--- config.mk ---
export PLATFORM = sky130hd
export DESIGN_NAME = regfile_wport_arbiter
export DESIGN_NICKNAME = d
export VERILOG_FILES = /design/src/rtl/regfile_wport_arbiter.sv
export SDC_FILE = /design/constraint.sdc
export NUM_CORES = 1
export LEC_CHECK = 0
export ABC_AREA = 1
export BUFFER_PORTS_ARGS = -buffer_cell sky130_fd_sc_hd__buf_2
export CAP_MARGIN = 20
export CELL_PAD_IN_SITES_DETAIL_PLACEMENT = 1
export CELL_PAD_IN_SITES_GLOBAL_PLACEMENT = 1
export CORE_ASPECT_RATIO = 1.2
export CORE_MARGIN = 5
export CORE_UTILIZATION = 31
export CTS_BUF_LIST = sky130_fd_sc_hd__clkbuf_8 sky130_fd_sc_hd__clkbuf_16
export DETAILED_ROUTE_END_ITERATION = 6
export GPL_TIMING_DRIVEN = 0
export PLACE_DENSITY_LB_ADDON = 0.05
export SLEW_MARGIN = 30
export SYNTH_ARGS = -nofsm -noshare
export SYNTH_HDL_FRONTEND = slang
export SYNTH_SLANG_ARGS = --single-unit
--- constraint.sdc ---
create_clock -name clock -period 2.3 [get_ports clock]
set_input_delay 0.115 -clock clock [delete_from_list [all_inputs] [get_ports clock]]
set_output_delay 0.115 -clock clock [all_outputs]
set_load 0.03 [all_outputs]
--- src/rtl/regfile_wport_arbiter.sv ---
// regfile_wport_arbiter: shares the register-file write port between pipeline writeback and round-robin side requesters
module regfile_wport_arbiter #(
   parameter int NUM_REQ      = 2,
   parameter int STARVE_LIMIT = 8
) (
   input  logic                    clock,
   input  logic                    reset,
   input  logic                    pipe_we,
   input  logic [4:0]              pipe_reg,
   input  logic [31:0]             pipe_data,
   output logic                    pipe_stall,
   input  logic [NUM_REQ-1:0]      req_valid,
   input  logic [5*NUM_REQ-1:0]    req_reg,
   input  logic [32*NUM_REQ-1:0]   req_data,
   output logic [NUM_REQ-1:0]      req_ready,
   output logic                    rf_RegWrite,
   output logic [4:0]              rf_WriteReg,
   output logic [31:0]             rf_WriteData,
   output logic                    proto_err
);
   localparam int PW = (NUM_REQ > 2) ? 2 : 1;
   localparam logic [7:0] LIM = 8'(STARVE_LIMIT);

   logic [PW-1:0] r_rr_ptr, w_start, w_idx;
   logic [7:0]    r_cnt [NUM_REQ];
   logic [7:0]    w_cnt_nxt [NUM_REQ];
   logic          r_stall, w_busy, w_found, w_take, w_hit, w_starve;
   logic [4:0]    w_req_reg;
   logic [31:0]   w_req_data;

   assign w_busy     = pipe_we && (pipe_reg != 5'd0);
   assign w_take     = w_found && !w_busy && !reset;
   assign req_ready  = w_take ? (NUM_REQ'(1) << w_idx) : '0;
   assign w_req_reg  = req_reg[5*w_idx +: 5];
   assign w_req_data = req_data[32*w_idx +: 32];
   assign pipe_stall = r_stall;

   // search origin: lowest saturated requester during a forced bubble, otherwise the round-robin pointer
   always_comb begin
      w_start = r_rr_ptr;
      w_hit   = 1'b0;
      for (int i = 0; i < NUM_REQ; i++)
         if (r_stall && !w_hit && r_cnt[i] == LIM) begin
            w_start = PW'(i);
            w_hit   = 1'b1;
         end
   end

   // first valid requester at or after the search origin, wrapping around
   always_comb begin
      w_found = 1'b0;
      w_idx   = '0;
      for (int k = 0; k < NUM_REQ; k++)
         if (!w_found && req_valid[(int'(w_start) + k) % NUM_REQ]) begin
            w_found = 1'b1;
            w_idx   = PW'((int'(w_start) + k) % NUM_REQ);
         end
   end

   // wait counters: count denied cycles while valid, saturate, clear on grant or idle
   always_comb begin
      w_starve = 1'b0;
      for (int i = 0; i < NUM_REQ; i++) begin
         w_cnt_nxt[i] = (!req_valid[i] || req_ready[i]) ? 8'd0 :
                        (r_cnt[i] == LIM) ? LIM : r_cnt[i] + 8'd1;
         w_starve     = w_starve | (w_cnt_nxt[i] == LIM);
      end
   end

   // state: write-port registers, round-robin pointer, counters, bubble and sticky error
   always_ff @(posedge clock) begin
      if (reset) begin
         rf_RegWrite  <= 1'b0;
         rf_WriteReg  <= 5'd0;
         rf_WriteData <= 32'd0;
         r_rr_ptr     <= '0;
         r_stall      <= 1'b0;
         proto_err    <= 1'b0;
         for (int i = 0; i < NUM_REQ; i++) r_cnt[i] <= 8'd0;
      end else begin
         if (w_busy) begin
            rf_RegWrite  <= 1'b1;
            rf_WriteReg  <= pipe_reg;
            rf_WriteData <= pipe_data;
         end else if (w_take) begin
            rf_RegWrite  <= (w_req_reg != 5'd0);
            rf_WriteReg  <= w_req_reg;
            rf_WriteData <= w_req_data;
         end else if (pipe_we) begin
            rf_RegWrite  <= 1'b0;
            rf_WriteReg  <= pipe_reg;
            rf_WriteData <= pipe_data;
         end else
            rf_RegWrite  <= 1'b0;
         if (w_take) r_rr_ptr <= (w_idx == PW'(NUM_REQ - 1)) ? '0 : w_idx + 1'b1;
         r_stall   <= !r_stall && w_starve;
         proto_err <= proto_err | (pipe_we && r_stall);
         for (int i = 0; i < NUM_REQ; i++) r_cnt[i] <= w_cnt_nxt[i];
      end
   end
endmodule

Yosys cells after proc, flatten, opt, wreduce, memory -nomap -nowiden
Memory sizes are Yosys's and may differ from the RTL's.
Index checks and enable logic that the tools add are counted.

operators by class
  $add $sub $neg = 4
  multiply operators = 1
  magnitude comparators = 2
  equal/unequal tests = 4
  shift operators = 3
  mux-type cells = 31
  bitwise logic cells = 5
  reduce and logical (&&, ||, !) cells = 21

operators with widths
  kind                                                         count
  two-way mux 32 bit                                           3
  variable part select 64 x 7 -> 32 bit                        1
  two-way mux 8 bit                                            6
  == test 8 x 4 -> 1 bit (second input constant)               4
  two-way mux 1 bit                                            18
  adder 8 x 1 -> 8 bit (second input constant)                 2
  two-way mux 5 bit                                            3
  nonzero test 5 bit                                           2
  variable part select 10 x 5 -> 5 bit                         1
  logical AND 1 bit                                            9
  zero test 1 bit                                              7
  multiplier 3 x 1 -> 4 bit (first input constant)             1
  OR 1 bit                                                     4
  less-than comparator 2 x 3 -> 1 bit (second input constant)  1
  nonzero test 3 bit                                           1
  adder 1 bit (second input constant)                          2
  logical OR 1 bit                                             2
  less-than comparator 1 x 2 -> 1 bit (second input constant)  1
  two-way mux 2 bit                                            1
  left shift 1 x 1 -> 2 bit (first input constant)             1
  AND 1 bit (first input constant)                             1

word-level totals
  register bits after elaboration = 41
  bits in writable memories = 16
  input port bits = 116
  output and inout port bits = 42
  logic and storage cells = 78
  memories = 1

memory list
  memory  words  width  rd ports  clocked after memory_dff  write ports  RTL line  text
  r_cnt   2      8      2         0                         2            25        logic [7:0] r_cnt [NUM_REQ];

Longest topological paths before layout
Gate-level depths: netlist of the first run.

  depth in word-level cells = 22
  mapped depth = 15

Worst setup path after synthesis of the first run
No wires, ideal clock.

  kind = reg2reg
  start = memory r_cnt[0][0]
  end = register rf_WriteData[0]
  library setup time = 0.057 ns
  data arrival time = 1.769 ns
  path slack = 0.474 ns
  stages on the path, launching flop included = 16
  period minus slack after synthesis = 1.826 ns
  cells stage by stage = dfxtp_1 inv_1 ha_1 nand3_2 nor2_4 nand2_1 nand2_1 nand3_4 nand2_4 nand2_2 inv_4 buf_6 nand2_1 nand3_1 o211ai_1 inv_2

RTL lines
  item                  RTL line  text
  from (decl)           25
  to (signal assigned)  84        rf_WriteData <= pipe_data;
  to (signal assigned)  88        rf_WriteData <= w_req_data;
  to (signal assigned)  92        rf_WriteData <= pipe_data;
  to (decl)             18        output logic [31:0] rf_WriteData,

==> key figures, run 1 <==
Routing
  • Total wire length: 10.95 mm
  • Post-DRT Antenna Nets: 0
  • Initial DRC Count: 60
  • DRC: 0
  • Initial DRT Pass Iterations: 4
  • Routed vias/inst: 4.707
  • Vias: 3582
  • DR WL/cell: 14.38 um

Logic synthesis
  • Adder-cell share of the synthesized area: 0.01587
  • Yosys top cell area share: 0.3619
  • Synth top cells by count: nand2_1, dfxtp_1, o21ai_0
  • Mapped Nets: 583
  • Post-synthesis compound-gate area fraction: 0.1663
  • Simple-Gate Fraction of Synth Area: 0.3087
  • Area leader, netlist: dfxtp_1
  • Ys Warns: 0
  • Sequential-to-total area share from yosys stat: 0.3619
  • Multiplexer area fraction after synthesis: 0
  • Synth area leaders: dfxtp_1, nand2_1, o211ai_1
  • Post-synth EDFFs: 0
  • Netlist Area Pre-Place: 0.003153 sq mm
  • Synth cell types: 35
  • Post-synth ARST share: 0
  • Post-Synthesis Cells: 463
  • Most common cell in the netlist: nand2_1
  • Synth Area in XOR/XNOR: 0.01944
  • Top_reg_cell synth: dfxtp_1
  • Largest family of logic cells by synthesized area: simple AND/OR/NAND/NOR gates
  • Synthesized flop and latch total: 57
  • Average size of a mapped cell: 6.810 sq um

Critical path
  • Worst EP required: 2180 ps
  • Sum of buffers and inverters on the critical path: 3
  • Critical Path End Type: output pin
  • CP Data Arrival Time: 2030 ps
  • Reg2reg setup slack: 280 ps
  • Startpoint class of the critical path: register
  • Cells on worst reg2reg path: 12
  • CP most frequent cell: nand3_2
  • Worst R2R Start: r_cnt[0][8]
  • Worst path slowest cell: dfxtp_1
  • Top Family by Delay on Critical Path: simple AND/OR/NAND/NOR gates
  • WS Path Type: reg2out
  • Critical-path cell list: inv_1, ha_1, nand3_2, nor2_4, nand3_2, nand3_4, nand2_8, nor2_8, buf_6, buf_4
  • R2R Path End: rf_RegWrite
  • Crit path max fanout: 10
  • Worst path max stage delay: 340 ps

Min path
  • Hold depth: 3
  • Hold crit path type: in2reg
  • HP Start: pipe_we
  • WHS Endpoint: proto_err

Placement
  • Pre-CTS WS: 170.7 ps
  • Post-DP HPWL: 8.796 mm
  • IO buf count: 156
  • Routability cong.: 0.8188

Global routing
  • Largest net degree at the start of global routing: 11
  • First-pass GRT wire length: 17.86 mm
  • Global Route Usage Sum: 0.1822
  • Initial antenna violation count: 0
  • Number of global-route vias before repair: 3841
  • Grt ovf: 0

CTS
  • CTS clock-pin slew for the worst setup and hold paths: 50 ps
  • Max clock buf depth: 2
  • TritonCTS clock tree: built
  • TritonCTS sink count: 57
  • Depth of the CTS H-tree: 3
  • Root Buffer: clkbuf_16
  • CTS buffer count: 9
  • Clk Latency, worst-skew pair: 320 ps

STA
  • Slew Viols, Final: 0
  • Max Freq: 467.0 MHz
  • Final Setup Violations: 0
  • Slew headroom: 0.6631
  • Setup TNS Final: 0 ps
  • Worst Clk Skew: 5.343 ps
  • Worst slew pin tran: 505.4 ps
  • Final hold vios: 0
  • Crit share post-route: 0.9310
  • Final WS setup: 158.6 ps
  • Min Clock Period, post-route: 2141 ps

Floorplan
  • Die area: 0.01230 sq mm
  • Top-Level Pins: 158
  • Initial core utilization: 0.3150
  • Die H: 120.5 um
  • Row Count: 40
  • Area of the core: 0.01001 sq mm
  • Die X-Extent: 102.1 um

Power
  • Peak VDD IR: 0.4255 mV
  • Seq pwr share: 0.368
  • Comb power frac: 0.194
  • Switching Fraction: 0.2828
  • Clk pwr share: 0.438
  • Power Dens Cells: 668.2 mW/mm^2
  • NetSw: 833.6 uW
  • Leakage: 2.303 nW
  • Internal: 2.114 mW

Run
  • Max-Cap Viols: 0

Cells and area
  • # diodes: 0
  • Nets@finish: 752
  • Layout cells sized above 1: 0.3591
  • Layout area overhead: 39.88%

Status
  • Status: completed
==> worst max path at each step <==
stage / startpoint / depth (start not counted) / to
after floorplan: r_cnt[0][0] / 15 / rf_WriteData[0]
after global placement: r_cnt[0][0] / 15 / rf_WriteData[18]
after detailed placement: r_cnt[0][0] / 15 / rf_WriteData[18]
after CTS: r_cnt[0][8] / 10 / req_ready[1]
after global routing: r_cnt[0][0] / 12 / req_ready[0]
final: r_cnt[0][8] / 10 / req_ready[1]
==> worst reg2reg max path: stages (launching register included) <==
cell,delay [ps]
dfxtp_1,340
inv_1,70
ha_1,150
nand3_2,100
nor2_4,180
nand3_2,120
nand3_4,140
nand2_8,90
buf_4,170
o21ai_0,210
nand2_1,90
o21bai_1,140
a21oi_1,70
==> layer usage <==
| layer | routed length (um) | vias to the layer above | track usage |
|---|---|---|---|
| met5 | 0 | - | 0 |
| met4 | 87 | 0 | 0.03692 |
| met2 | 5593 | 95 | 0.3350 |
| met3 | 729 | 8 | 0.04385 |
| li1 | - | 1829 | - |
| met1 | 4536 | 1650 | 0.2109 |
==> what timing repair did <==
item | in CTS | in global routing
pin swaps | 1 | 1
gates resized for setup | 1 | 5
gates cloned | 0 | 0
buffers inserted | 1 | 1
hold buffers | 0 | 0
endpoints found under the setup margin | 2 | 2
==> cell usage in the layout (no fill, tap or decap), types with 2 or more instances in the layout <==
cell type	netlist	layout
buf_2	5	159
nand2_1	106	105
dfxtp_1	57	57
o21ai_0	45	45
inv_1	43	43
nand3_1	41	41
nor2_1	38	38
o211ai_1	32	32
inv_2	28	28
clkbuf_1	11	11
clkbuf_16	0	9
buf_4	5	8
nor3_1	6	6
xor2_1	5	5
a21oi_1	4	4
ha_1	4	4
nand3_2	3	3
nor2_4	3	3
nand2_2	2	3
buf_6	2	3
nand4_1	3	3
nor4_1	3	3
clkinv_2	0	3
nand3b_1	2	2
xnor2_1	2	2
o31ai_1	2	2
==> cell families (layout without fill, tap and decap cells) <==
logic type,after synthesis,count (layout)
compound gates,86,86
flops,57,57
buf+inv,96,268
fa+ha+maj,4,4
simple gates,213,213
xor+xnor,7,7
==> final cells by class <==
type,instances,area [sq um]
multi-input combinational,310,1620
buffer,23,130.1
clock inverter,4,45.04
inverter,73,276.5
tap,126,157.7
clock buffer,10,239.0
fill,1360,5599
timing repair buffer,158,800.8
sequential,57,1141
==> sequential cells by signal (all words and copies together), names as in the netlist <==
register	count
pipe_stall	1
rf_WriteReg	5
rf_WriteData	32
r_rr_ptr	1
r_cnt	16
rf_RegWrite	1
proto_err	1
==> stage by stage <==
stage | instance area, sq um | hold slack, ps | util | total power [mW] | instances
final | 4410 | 108.4 | 0.4406 | 2.947 | 761
after global routing | 4410 | 141.8 | 0.4406 | 3.108 | 761
after CTS | 4385 | 113.5 | 0.4381 | 2.982 | 760
after detailed placement | 4091 | 437.4 | 0.4088 | 1.682 | 745
after global placement | 4091 | 427.5 | 0.4088 | 1.672 | 745
after floorplan | 3153 | 255.7 | - | 1.447 | 463
==> power groups by stage <==
stage | clock, mW | combinational [mW] | sequential, mW
floorplan | 0 | 0.233 | 1.21
global placement | 0 | 0.572 | 1.10
detailed placement | 0 | 0.579 | 1.10
CTS | 1.32 | 0.581 | 1.08
global route | 1.38 | 0.638 | 1.09
finish | 1.29 | 0.573 | 1.08
Power figures use the tool's default switching activity.
==> run 2: changes to the inputs <==
ABC_AREA = not set   (was 1)
CORE_UTILIZATION = 33   (was 31)
CTS_CLUSTER_DIAMETER = 50   (was not set)
==> run 2 against run 1 <==
Net effect:
- clock skew rose by 1.5 ps
- synthesized area fell by 0.32%
- non-clock buffer count rose by 4
- sequential power barely moved
- via count fell by 7.4%
- combinational power rose by 4.2%
- critical path type unchanged
- highest routed layer is now met5
==> key figures, run 2 <==
Routing
  • Vias: 3317
  • DR WL/cell: 17.24 um
  • Routed vias/inst: 5.151
  • Initial DRC Count: 56
  • Initial DRT Pass Iterations: 4
  • DRC: 0
  • Post-DRT Antenna Nets: 0
  • Total wire length: 11.10 mm

Logic synthesis
  • Post-Synthesis Cells: 346
  • Area leader, netlist: dfxtp_1
  • Synth top cells by count: dfxtp_1, nor2_1, nand2_1
  • Post-synth ARST share: 0
  • Most common cell in the netlist: dfxtp_1
  • Ys Warns: 0
  • Average size of a mapped cell: 9.084 sq um
  • Post-synthesis compound-gate area fraction: 0.3025
  • Multiplexer area fraction after synthesis: 0.03025
  • Netlist Area Pre-Place: 0.003143 sq mm
  • Top_reg_cell synth: dfxtp_1
  • Yosys top cell area share: 0.3631
  • Largest family of logic cells by synthesized area: compound AO/OA/AOI/OAI gates
  • Simple-Gate Fraction of Synth Area: 0.1955
  • Synth cell types: 47
  • Mapped Nets: 466
  • Sequential-to-total area share from yosys stat: 0.3631
  • Synth Area in XOR/XNOR: 0.03901
  • Post-synth EDFFs: 0
  • Synthesized flop and latch total: 57
  • Adder-cell share of the synthesized area: 0.01592
  • Synth area leaders: dfxtp_1, a221oi_2, nor2_1

Cells and area
  • Layout area overhead: 41.56%
  • Nets@finish: 636
  • # diodes: 0
  • Layout cells sized above 1: 0.4549
  • Biggest register: rf_WriteData
  • Top Registers: rf_WriteData: 32 flops, r_cnt: 16 flops, rf_WriteReg: 5 flops
  • Final Cell Area: 0.004449 sq mm
  • Register Area: 0.001146 sq mm
  • Area of the multi-input gates: 0.001861 sq mm
  • Filler Cell Count: 1187
  • Commonest non-fill, non-tap cell in the layout: buf_2
  • Number of flip-flops in the largest register: 32
  • Most frequent cells in the layout: buf_2, dfxtp_1, nor2_1

STA
  • RSZ-0062 raised after global routing: no
  • Final Setup Violations: 0
  • Final hold vios: 0
  • Crit share post-route: 0.9575
  • Max Freq: 454.1 MHz
  • Worst slew pin tran: 737.1 ps
  • Final WS setup: 97.79 ps
  • Min Clock Period, post-route: 2202 ps
  • Slew headroom: 0.5086
  • Worst Clk Skew: 6.889 ps
  • Slew Viols, Final: 0

Critical path
  • Startpoint class of the critical path: register
  • WS Path Type: reg2out
  • Critical Path End Type: output pin
  • Worst path max stage delay: 360 ps
  • Worst path slowest cell: dfxtp_4
  • CP Data Arrival Time: 2090 ps
  • Crit path max fanout: 10
  • Critical-path cell list: inv_1, ha_1, and4b_1, a211o_1, and4b_1, buf_6, buf_8, buf_6
  • Worst EP required: 2180 ps

Floorplan
  • Die X-Extent: 99.09 um
  • Area of the core: 0.009418 sq mm
  • Initial core utilization: 0.3337
  • Die H: 116.9 um
  • Die area: 0.01158 sq mm
  • Row Count: 39
  • Top-Level Pins: 158

Status
  • Status: completed

Global routing
  • Initial antenna violation count: 1
  • Largest net degree at the start of global routing: 11
  • First-pass GRT wire length: 17.41 mm
  • Grt ovf: 0
  • Number of global-route vias before repair: 3538
  • Global Route Usage Sum: 0.1906

CTS
  • TritonCTS clock tree: built
  • CTS clock-pin slew for the worst setup and hold paths: 50 ps
  • Root Buffer: clkbuf_16
  • TritonCTS sink count: 57
  • Clk Latency, worst-skew pair: 330 ps
  • CTS buffer count: 9
  • Max clock buf depth: 2
  • Depth of the CTS H-tree: 3

Min path
  • Hold crit path type: in2reg

Power
  • Peak VDD IR: 0.2590 mV
  • Leakage: 2.015 nW
  • Power Dens Cells: 667.9 mW/mm^2

Placement
  • Pre-CTS WS: -37.83 ps
  • Routability cong.: 0.7463
  • IO buf count: 157
  • Post-DP HPWL: 8.711 mm
  • Placed standard-cell area: 0.004083 sq mm

Run
  • Max-Cap Viols: 0
run 2: cell count changes in the layout (fill, tap and decap cells not counted), moves of 6 or more:
cell      change
nand2_1      -67
inv_2        -28
o21ai_0      -39
nor2_1       +16
a221oi_1      +6
inv_1        -35
a221oi_2     +25
o211ai_1     -32
buf_4         -6
a211oi_1     +25
a211oi_2      +8
nand3_1      -28
buf_2         +8
run 2: layer usage:
metal	GRT usage	vias to the layer above	wire length (um)	share of wire
li1	-	1631	-	-
met3	0.04742	16	721	0.065
met1	0.2232	1559	4586	0.41
met4	0.07468	2	212	0.019
met2	0.3356	109	5564	0.50
met5	0	-	17	0.0015
run 2: worst paths after layout:
kind,start,end,slack (ps),cells after the start
hold reg to reg,r_cnt[0][8],r_cnt[0][8],450,1
setup reg to reg,r_cnt[0][8],rf_WriteData[30],110,9
setup / recovery,r_cnt[0][8],req_ready[1],100,8
hold / removal,req_data[25],rf_WriteData[25],40,3
run 2: area by class of cell:
cell class              instances  share of cell area
repair buffers                159              0.1842
inverters                       7            0.005906
clock buffers                  13             0.06299
multi-input cells             256              0.4182
plain buffers                  26             0.03346
well taps                     123             0.03459
flip-flops and latches         57              0.2576
clock inverters                 3            0.003093
run 2: where the power goes:
| part | internal (mW) | switching, mW | total, mW | leakage (nW) |
|---|---|---|---|---|
| logic | 0.235 | 0.362 | 0.597 | 1.39 |
| clock network | 0.838 | 0.454 | 1.29 | 0.153 |
| registers | 1.05 | 0.0313 | 1.08 | 0.471 |
run 2: logic make-up (layout without fill, tap and decap cells):
group,Yosys count,after routing
simple gates,132,132
compound gates,97,97
flops,57,57
buf+inv,33,208
xor+xnor,14,14
mux,9,9
fa+ha+maj,4,4
run 2: timing repair:
| action | in CTS | in global routing |
|---|---|---|
| gates resized for setup | 6 | 4 |
| endpoints found under the hold margin | 0 | 0 |
| pin swaps | 0 | 2 |
| setup buffers | 0 | 2 |
| endpoints found under the setup margin | 13 | 14 |
| hold buffers | 0 | 0 |
run 2: through the flow:
stage	hold slack [ps]	util	TNS, ps	cells	total power, mW
after floorplan	260.4	-	0	346	1.451
after global placement	367.0	0.4335	-96.86	626	1.684
after detailed placement	372.8	0.4335	-65.88	626	1.696
after CTS	28.10	0.4666	0	642	3.008
after global routing	46.31	0.4724	0	644	3.109
final	35.71	0.4724	0	644	2.972
run 2: worst max-delay path: cells and delay by family (launching register included):
kind	cells	cell delay (ps)
adders and majority gates	1	210
and+or+nand+nor	2	410
DFF	1	360
AOI/OAI and AO/OA	1	290
buffers and inverters	4	480
==> run 3: changes to the inputs <==
GPL_ROUTABILITY_DRIVEN = 0   (was not set)
RECOVER_POWER = 25   (was not set)
SETUP_SLACK_MARGIN = 0.2   (was not set)
==> run 3 against run 2 <==
Net effect:
- sequential power barely moved
- first-iteration DRC count grew 39%
- hold slack improved by 2.8 ps
- largest cell class unchanged
- routed wire length is 2.6% higher
- clock power is essentially flat
- flip-flop and latch count is the same
- utilization rose by 2.3 points
==> key figures, run 3 (synthesized netlist as in run 2, its figures left out) <==
STA
  • Crit share post-route: 0.8994
  • RSZ-0062 raised after global routing: yes
  • Worst slew pin tran: 855.5 ps
  • Slew headroom: 0.4296
  • Final hold vios: 0
  • Max Freq: 483.4 MHz
  • Min Clock Period, post-route: 2069 ps
  • Final Setup Violations: 0
  • Slew Viols, Final: 0
  • Final WS setup: 231.3 ps
  • Worst Clk Skew: 5.429 ps
  • Setup TNS Final: 0 ps

Cells and area
  • Most frequent cells in the layout: buf_2, nor2_1, dfxtp_1
  • # diodes: 0
  • Top Registers: rf_WriteData: 32 flops, r_cnt: 16 flops, rf_WriteReg: 5 flops
  • Number of flip-flops in the largest register: 32
  • Commonest non-fill, non-tap cell in the layout: buf_2
  • Layout area overhead: 48.41%
  • Nets@finish: 643
  • Layout cells sized above 1: 0.4432
  • Final Cell Area: 0.004664 sq mm
  • Non-filler cells, final: 651
  • Biggest register: rf_WriteData

Floorplan
  • Top-Level Pins: 158
  • Initial core utilization: 0.3337
  • Die H: 116.9 um
  • Row Count: 39
  • Area of the core: 0.009418 sq mm
  • Die area: 0.01158 sq mm
  • Die X-Extent: 99.09 um

Critical path
  • Top Family by Delay on Critical Path: buffers and inverters
  • Worst path slowest cell: dfxtp_4
  • Worst path max stage delay: 360 ps
  • Startpoint class of the critical path: register
  • CP most frequent cell: and4b_1
  • Worst EP required: 2180 ps
  • Crit path max fanout: 8
  • CP Data Arrival Time: 1950 ps
  • Sum of buffers and inverters on the critical path: 4
  • WS Path Type: reg2out
  • Critical-path cell list: inv_4, ha_4, and4b_1, a211o_1, and4b_1, buf_6, buf_12, buf_8
  • Critical Path End Type: output pin

Status
  • Status: completed

Global routing
  • Initial antenna violation count: 1
  • Global Route Usage Sum: 0.1865
  • First-pass GRT wire length: 17.19 mm
  • Number of global-route vias before repair: 3404
  • Grt ovf: 0
  • Largest net degree at the start of global routing: 11

Power
  • Leakage: 1.999 nW
  • Power Total: 3.021 mW
  • Power Dens Cells: 647.6 mW/mm^2
  • Peak VDD IR: 0.3501 mV

CTS
  • CTS buffer count: 9
  • TritonCTS sink count: 57
  • Clk Latency, worst-skew pair: 320 ps
  • Depth of the CTS H-tree: 3
  • CTS clock-pin slew for the worst setup and hold paths: 50 ps
  • Max clock buf depth: 2
  • TritonCTS clock tree: built
  • Root Buffer: clkbuf_16

Routing
  • Vias: 3356
  • DRC: 0
  • Total wire length: 11.39 mm
  • Initial DRT Pass Iterations: 4
  • DR WL/cell: 17.50 um
  • Initial DRC Count: 78
  • Post-DRT Antenna Nets: 0
  • Routed vias/inst: 5.155

Min path
  • Hold crit path type: in2reg

Placement
  • Placed standard-cell area: 0.004084 sq mm
  • IO buf count: 157
  • Inst Count DP: 626
  • Post-DP HPWL: 8.742 mm
  • Pre-CTS WS: 24.92 ps

Run
  • Max-Cap Viols: 0
## run 3: repair_timing
| action | CTS | global route |
|---|---|---|
| resized for setup | 15 | 31 |
| cloned | 1 | 0 |
| hold buffers | 0 | 0 |
| pin swaps | 4 | 23 |
| endpoints found under the setup margin | 33 | 32 |
| setup buffers | 6 | 2 |
## run 3: through the flow
| step | utilization | hold slack [ps] |
|---|---|---|
| final | 0.4953 | 38.53 |
| after global routing | 0.4953 | 40.91 |
| after CTS | 0.4751 | 29.66 |
| after detailed placement | 0.4336 | 373.9 |
| after global placement | 0.4336 | 365.7 |
| after floorplan | - | 260.4 |
## run 3: worst register-to-register path, cell delays in order (launching register included)
cell      delay (ps)
dfxtp_4          360
inv_4             40
ha_4             140
and4b_1          180
a211o_1          270
and4b_1          210
buf_6            150
buf_12           140
a221oi_2         300
a211oi_2         110
## run 3: cell type report
class,instances,area [sq um]
fillers,1162,4753
plain buffers,26,163.9
inverters,7,28.78
multi-input cells,256,2046
clock buffers,10,239.0
clock inverters,6,51.30
repair buffers,166,833.3
flip-flops and latches,57,1149
well taps,123,153.9
## run 3: where the power goes
| group | internal [mW] | total (mW) | switching [mW] |
|---|---|---|---|
| Sequential | 1.05 | 1.09 | 0.0328 |
| Clock | 0.851 | 1.30 | 0.448 |
| Combinational | 0.249 | 0.637 | 0.388 |
| Total | 2.15 | 3.02 | 0.869 |
## run 3: path summary, 6_finish.rpt
check / startpoint / endpoint / slack, ps / depth (start not counted)
worst max-delay path: r_cnt[0][8] / req_ready[1] / 230 / 8
worst min-delay path: req_data[8] / rf_WriteData[8] / 40 / 3
worst max register to register: r_cnt[0][8] / rf_WriteData[5] / 250 / 9
worst min register to register: r_cnt[0][0] / r_cnt[0][0] / 470 / 1
## run 3: per-layer routing
layer | wire length, um | GRT usage
met3 | 755 | 0.04209
met5 | 20 | 0
met2 | 5752 | 0.3289
met4 | 218 | 0.06922
met1 | 4645 | 0.2221
